**src/rtl/dcache_flush_walker.sv**
```systemverilog
// Write-back D$ flush walker: visits every (set, way), writes back dirty lines,
// invalidates valid lines, then pulses a single flush acknowledge.
module dcache_flush_walker #(
    parameter int unsigned NR_SETS = 256,
    parameter int unsigned NR_WAYS = 8,
    parameter int unsigned TAG_W   = 44,
    localparam int unsigned SET_W  = $clog2(NR_SETS),
    localparam int unsigned WAY_W  = $clog2(NR_WAYS)
) (
    input  logic             clk_i,
    input  logic             rst_ni,
    input  logic             flush_i,
    output logic             flush_ack_o,
    output logic             busy_o,
    output logic             meta_req_o,
    output logic [SET_W-1:0] meta_set_o,
    output logic [WAY_W-1:0] meta_way_o,
    input  logic             meta_gnt_i,
    input  logic             meta_valid_i,
    input  logic             meta_dirty_i,
    input  logic [TAG_W-1:0] meta_tag_i,
    output logic             wb_valid_o,
    output logic [SET_W-1:0] wb_set_o,
    output logic [WAY_W-1:0] wb_way_o,
    output logic [TAG_W-1:0] wb_tag_o,
    input  logic             wb_ready_i,
    input  logic             wb_done_i,
    output logic             inv_req_o,
    output logic [SET_W-1:0] inv_set_o,
    output logic [WAY_W-1:0] inv_way_o,
    input  logic             inv_gnt_i
);

    typedef enum logic [2:0] {
        StIdle,
        StRead,
        StWaitData,
        StWbReq,
        StWbWait,
        StInv,
        StAck
    } state_e;

    state_e             r_state, w_state_d;
    logic [SET_W-1:0]   r_set, w_set_d;
    logic [WAY_W-1:0]   r_way, w_way_d;
    logic [TAG_W-1:0]   r_tag, w_tag_d;
    logic               r_armed, w_armed_d;
    logic               w_advance;
    logic               w_last;

    assign w_last = (r_set == SET_W'(NR_SETS - 1)) && (r_way == WAY_W'(NR_WAYS - 1));

    always_ff @(posedge clk_i or negedge rst_ni) begin
        if (!rst_ni) begin
            r_state <= StIdle;
            r_set   <= '0;
            r_way   <= '0;
            r_tag   <= '0;
            r_armed <= 1'b1;
        end else begin
            r_state <= w_state_d;
            r_set   <= w_set_d;
            r_way   <= w_way_d;
            r_tag   <= w_tag_d;
            r_armed <= w_armed_d;
        end
    end

    always_comb begin
        w_state_d = r_state;
        w_set_d   = r_set;
        w_way_d   = r_way;
        w_tag_d   = r_tag;
        w_armed_d = r_armed;
        w_advance = 1'b0;

        // A low sample re-arms; ACK below overrides so a held request cannot re-trigger.
        if (!flush_i) begin
            w_armed_d = 1'b1;
        end

        unique case (r_state)
            StIdle: begin
                w_set_d = '0;
                w_way_d = '0;
                if (flush_i && r_armed) begin
                    w_state_d = StRead;
                end
            end
            StRead: begin
                if (meta_gnt_i) begin
                    w_state_d = StWaitData;
                end
            end
            StWaitData: begin
                w_tag_d = meta_tag_i;
                if (!meta_valid_i) begin
                    w_advance = 1'b1;
                end else if (meta_dirty_i) begin
                    w_state_d = StWbReq;
                end else begin
                    w_state_d = StInv;
                end
            end
            StWbReq: begin
                if (wb_ready_i) begin
                    w_state_d = StWbWait;
                end
            end
            StWbWait: begin
                if (wb_done_i) begin
                    w_state_d = StInv;
                end
            end
            StInv: begin
                if (inv_gnt_i) begin
                    w_advance = 1'b1;
                end
            end
            StAck: begin
                w_armed_d = 1'b0;
                w_state_d = StIdle;
            end
            default: begin
                w_state_d = StIdle;
            end
        endcase

        // Way is the low field, so one increment of {set, way} wraps way and carries into set.
        if (w_advance) begin
            if (w_last) begin
                w_state_d = StAck;
            end else begin
                {w_set_d, w_way_d} = {r_set, r_way} + (SET_W + WAY_W)'(1);
                w_state_d = StRead;
            end
        end
    end

    assign busy_o      = (r_state != StIdle);
    assign flush_ack_o = (r_state == StAck);

    assign meta_req_o  = (r_state == StRead);
    assign meta_set_o  = meta_req_o ? r_set : '0;
    assign meta_way_o  = meta_req_o ? r_way : '0;

    assign wb_valid_o  = (r_state == StWbReq);
    assign wb_set_o    = wb_valid_o ? r_set : '0;
    assign wb_way_o    = wb_valid_o ? r_way : '0;
    assign wb_tag_o    = wb_valid_o ? r_tag : '0;

    assign inv_req_o   = (r_state == StInv);
    assign inv_set_o   = inv_req_o ? r_set : '0;
    assign inv_way_o   = inv_req_o ? r_way : '0;

endmodule
```
**config.mk**
```make
export PLATFORM = sky130hd
export DESIGN_NAME = dcache_flush_walker
export DESIGN_NICKNAME = d
export VERILOG_FILES = /design/src/rtl/dcache_flush_walker.sv
export SDC_FILE = /design/constraint.sdc
export NUM_CORES = 1
export LEC_CHECK = 0
export CAP_MARGIN = 20
export CORE_MARGIN = 8
export CORE_UTILIZATION = 40
export DETAILED_ROUTE_END_ITERATION = 6
export PLACE_DENSITY_LB_ADDON = 0.25
export SLEW_MARGIN = 20
export SYNTH_ARGS = -nofsm -noshare
export SYNTH_HDL_FRONTEND = slang
export SYNTH_SLANG_ARGS = --single-unit
```
**constraint.sdc**
```tcl
create_clock -name clk_i -period 4.63 [get_ports clk_i]
set_input_delay 0.926 -clock clk_i [delete_from_list [all_inputs] [get_ports clk_i]]
set_output_delay 0.926 -clock clk_i [all_outputs]
set_load 0.05 [all_outputs]
```
# Yosys cells after proc, flatten, opt, wreduce, memory -nomap -nowiden
# Index checks and enable logic that the tools add are counted.
# W data, S select, Z words.
[classes]
n_addsub = 1
eq_ne = 15
mux = 27
reduce_logical = 5
[ops]
columns = ["operator", "n"]
rows = [
  ["$mux W8", 6],
  ["$mux W44", 1],
  ["$mux W3", 14],
  ["$pmux W3 S6", 1],
  ["$eq A3 B3 Y1 const B", 4],
  ["$add A11 B1 Y11 const B", 1],
  ["$ne A3 B3 Y1 const B", 3],
  ["$eq A8 B8 Y1 const B", 1],
  ["$eq A3 B2 Y1 const B", 2],
  ["$ne A3 B1 Y1 const B", 2],
  ["$reduce_and A6 Y1", 1],
  ["$mux W1", 4],
  ["$ne A2 B1 Y1 const B", 2],
  ["$eq A3 B1 Y1 const B", 1],
  ["$logic_not A3 Y1", 1],
  ["$reduce_bool A3 Y1", 1],
  ["$logic_and A1 B1 Y1", 2],
  ["$pmux W1 S2", 1],
]
[word_totals]
register_bits = 59
inputBits = 53
out_inout_bits = 82
word_cells = 53

# Depth between registers and ports, before layout
[depth]
word_depth = 4
depth_mapped = 7
ltp_nobuf = 7

# Worst setup path after synthesis
# No wires, ideal clock.
[synth_timing]
path_kind = "register to output"
startpoint = "register r_state[1]"
endpoint = "output port meta_set_o[0]"
arrival_ps = 1948
setup_slack_ps = 1756
stages_incl_launch_ff = 5
cell_sequence = "dfrtp_1 > buf_1 > nor3_1 > clkbuf_1 > and2_1"
[synth_via]
elab_chain_len = 2
[synth_lines]
columns = ["item", "line", "rtl"]
rows = [
  ["start, declared", "44", "state_e r_state, w_state_d;"],
  ["start signal, assigned", "56", "r_state <= StIdle;"],
  ["start signal, assigned", "62", "r_state <= w_state_d;"],
  ["$eq A3 B1 Y1", "144", "assign meta_req_o = (r_state == StRead);"],
  ["named net meta_req_o", "15", "output logic meta_req_o,"],
  ["$mux W8", "145", "assign meta_set_o = meta_req_o ? r_set : '0;"],
  ["end, declared", "16", "output logic [SET_W-1:0] meta_set_o,"],
]
# The timed path passes the listed nets, and every way through them passes these cells.

# Final worst setup path
[layout_timing]
startpoint = "register r_state[2]"
endpoint = "output port wb_tag_o[8]"
[layout_via]
elab_chain_len = 2
[layout_lines]
columns = ["item", "line", "rtl"]
rows = [
  ["$eq A3 B2 Y1", "148", "assign wb_valid_o = (r_state == StWbReq);"],
  ["$mux W44", "151", "assign wb_tag_o = wb_valid_o ? r_tag : '0;"],
  ["end, declared", "25", "output logic [TAG_W-1:0] wb_tag_o,"],
]
# No other way between the ends.

==> out/results.env <==
FINAL_MIN_PERIOD_OVER_CLOCK_PERIOD=0.815
PERIOD_NEEDED_PS=3780
HPWLAFTERDP_MM=5.99
DETAILED_PLACE.AREA_MM2=0.00450
POST_SYNTH_DESIGN_CELL_AREA_MM2=0.00306
CLOCK_TRANSITION_TIME_AT_THE_FLIP_FLOP_CLOCK_PINS_OF_THE_WORST_SETUP_AND_HOLD_PATHS_PS=60
TRITONCTS='done'
NETLIST_TOP_CELLS_AREA='sky130_fd_sc_hd__dfrtp_1, sky130_fd_sc_hd__mux2_2, sky130_fd_sc_hd__and2_1'
DRT.ANTENNA.VIOLATING_NETS=0
GRT_OVERFLOW_TOTAL=0
TOTALPOWERFINAL_mW=2.80
PATH_CLASS='register to primary output'
YOSYS_TOP_CELL_AREA_SHARE=0.474
HOLD_VIOLATIONS=0
CP.REQUIRED_PS=3700
PEAKVDDDROP_uV=376
DIE_WIDTH_UM=104
PORT_BUFFERS=134
CLK_PATH_BUF_DEPTH=2
START_KIND='register'
SWITCHING_SHARE=0.409
WORST-PATH-MAX-FANOUT=35
SYNTH_CELLS=285
MIN_DELAY_PATH_DEPTH=2
AVGSYNTHCELLAREA_UM2=10.7
VIAS_PER_CELL=4.76
CLOCK_NETWORK_LATENCY_TO_THE_LATER_PIN_OF_THE_WORST_SKEW_PAIR_PS=330
ROUTED_WIRE_LENGTH_PER_INSTANCE_UM=15.5
POWERDENSITY_mW_PER_MM2=592
LAYOUT.CELLS.MOST_COMMON='sky130_fd_sc_hd__clkdlybuf4s50_1'
FLOORPLAN.CORE_AREA_MM2=0.00757
UNREPAIRED_SETUP_ENDPOINTS_AFTER_GLOBAL_ROUTING='no'
ANTENNA_FOUND_INITIAL=0
POWER_SWITCHING_mW=1.15
STATUS='complete, no violations'
HOLD_SLACK_PS=465
FINAL_LAYOUT_SIZE_SUFFIX_GT1_FRAC=0.173
NUM_ROWS=32
GRT_MAX_DEGREE=60
CLOCK-SINKS=59
P_SEQ_FRAC=0.315
CELLINTERNALPOWER_mW=1.65
DIE-AREA_MM2=0.0107
CAP_VIOL_MAX_COUNT=0
AREAGROWTHSYNTHTOFINISH_PCT=54.4
CTS_SETUP_BUFFERS=0
ROUTE.FINAL.WIRE_LENGTH_MM=8.16
PWR-SHARE-CLK=0.192
DETAIL_ROUTE.ITER0.VIOLATIONS=42
RR_WORST_DEPTH=7
SLEW_VIOLATIONS=0
SETUP_TNS_PS=0
VIAS=2498
YS.WARNINGS.COUNT=0
MAX-SLEW-MARGIN-REL=0.465
CRITPATHCAPTURETYPE='primary output'
CTS_MADE_BUFFERS=9
CTS_HOLD_REPAIR.BUFFERS=0
GRT.TOTAL_USAGE=0.152
DIE_H_UM=104
SYNTH_FF_TYPE='sky130_fd_sc_hd__dfrtp_1'
H-TREE-DEPTH=3
SYNTH.LIB_CELLS_USED.DISTINCT=37
MAX_CLOCK_FREQ_MHz=265
DRT-PASS1-ITER-COUNT=5
YOSYS_REGISTER_BITS=59
LAYOUT_COMMON_CELLS='sky130_fd_sc_hd__clkdlybuf4s50_1, sky130_fd_sc_hd__and2_1, sky130_fd_sc_hd__dfrtp_1'
WORST-SLEW-PIN-TRANSITION_PS=796
FILLERINSTANCES=588
POST_CTS_RESIZE_COUNT=0
P_COMB_FRAC=0.494
SYN-NUM-NETS=340
SYNTH_ENABLE_FLOP_CELLS=0
FIN_WORST_SKEW_PS=12.4
POSTSYNTH.ASYNCRESETSHARE=1.00
GP_CONGESTION=0.842
DIODES=0
GRT_FIRST_PASS_WIRELENGTH_MM=13.5
DRT_DRC_VIOLATIONS_LEFT=0
SETUP_VIOL_COUNT_FINAL=0
SYNTH-SEQ-AREA-SHARE=0.482
DESIGN_AREA_MM2=0.00473
WORSTHOLDPATHTYPE='register to register'
WORST-ENDPOINT-ARRIVAL_PS=2850
SYNTH_TOP_CELL_BY_AREA='sky130_fd_sc_hd__dfrtp_1'
FIRST_GLOBAL_VIAS=2674
NETS=473
FLOORPLAN.IO_PINS=135
CLOCK_TREE.ROOT_CELL='sky130_fd_sc_hd__clkbuf_8'
POWER_LEAKAGE_nW=1.94
INITIAL_CORE_UTIL=0.405
power groups by stage:
stage,registers [mW],clock network (mW),logic [mW]
6_report,0.881,0.536,1.38
5_1_grt,0.918,0.580,1.47
4_1_cts,0.884,0.547,1.40
3_5_place_dp,0.891,0,1.40
3_3_place_gp,0.881,0,1.37
2_1_floorplan,0.818,0,1.01
flip-flops by register name, summed over array words and instances (netlist names):
| name | count |
|---|---|
| r_tag | 44 |
| r_set | 8 |
| r_state | 3 |
| r_way | 3 |
| r_armed | 1 |
kinds of logic after synthesis:
logic type / count (synthesis) / share of synthesized area
and+or+nand+nor: 133 / 0.252
DFF: 59 / 0.482
muxes: 49 / 0.178
buffers and inverters: 20 / 0.0286
AOI/OAI and AO/OA: 18 / 0.0396
xor gates and xnor gates: 4 / 0.0114
adders and majority gates: 2 / 0.00817
layer usage:
layer / track usage / wire, µm
met5: 0 / 0
met4: 0.0504 / 109
met3: 0.0849 / 888
met2: 0.229 / 3640
met1: 0.178 / 3520
worst max-delay path, stage by stage, from the launching register on:
cell and delay (ps):
sky130_fd_sc_hd__dfrtp_1 540, sky130_fd_sc_hd__nand2b_1 270, sky130_fd_sc_hd__nor2_4 350, sky130_fd_sc_hd__buf_4 340, sky130_fd_sc_hd__and2_1 160, sky130_fd_sc_hd__clkdlybuf4s50_1 830
layout make-up:
cell class,count,area (µm²),area share
multi-input combinational,206,1510,0.320
sequential,59,1480,0.312
timing repair buffer,139,1370,0.290
clock buffer,12,155,0.0328
tap,102,128,0.0270
clock inverter,4,72.6,0.0153
inverter,3,11.3,0.00238
path summary, 6_finish.rpt:
kind / startpoint / to / slack (ps)
min in group asynchronous: rst_ni / r_way[0] / 760
worst max register to register: r_way[0] / r_set[0] / 2190
worst min register to register: r_armed / r_armed / 470
max in group asynchronous: rst_ni / r_tag[27] / 3380
worst min-delay path: r_armed / r_armed / 470
worst max-delay path: r_state[2] / wb_tag_o[8] / 850
through the flow:
step,instances,util,setup slack (ps)
2_1_floorplan,285,-,1760
3_3_place_gp,509,0.595,1170
3_5_place_dp,509,0.595,1140
4_1_cts,525,0.625,765
5_1_grt,525,0.625,581
6_report,525,0.625,855
synthesized netlist by cell type, types with 2 or more instances:
| cell type | number |
|---|---|
| sky130_fd_sc_hd__a21oi_1 | 3 |
| sky130_fd_sc_hd__a31oi_1 | 2 |
| sky130_fd_sc_hd__and2_1 | 77 |
| sky130_fd_sc_hd__and3_1 | 2 |
| sky130_fd_sc_hd__buf_1 | 2 |
| sky130_fd_sc_hd__buf_2 | 4 |
| sky130_fd_sc_hd__clkbuf_1 | 10 |
| sky130_fd_sc_hd__dfrtp_1 | 58 |
| sky130_fd_sc_hd__ha_1 | 2 |
| sky130_fd_sc_hd__inv_1 | 3 |
| sky130_fd_sc_hd__mux2_2 | 44 |
| sky130_fd_sc_hd__mux2i_1 | 5 |
| sky130_fd_sc_hd__nand2_1 | 18 |
| sky130_fd_sc_hd__nand2b_1 | 2 |
| sky130_fd_sc_hd__nand3_1 | 6 |
| sky130_fd_sc_hd__nor2_1 | 10 |
| sky130_fd_sc_hd__nor3_1 | 8 |
| sky130_fd_sc_hd__o21ai_0 | 7 |
| sky130_fd_sc_hd__xnor2_1 | 4 |
No activity file was read; power rests on OpenSTA's default activity.
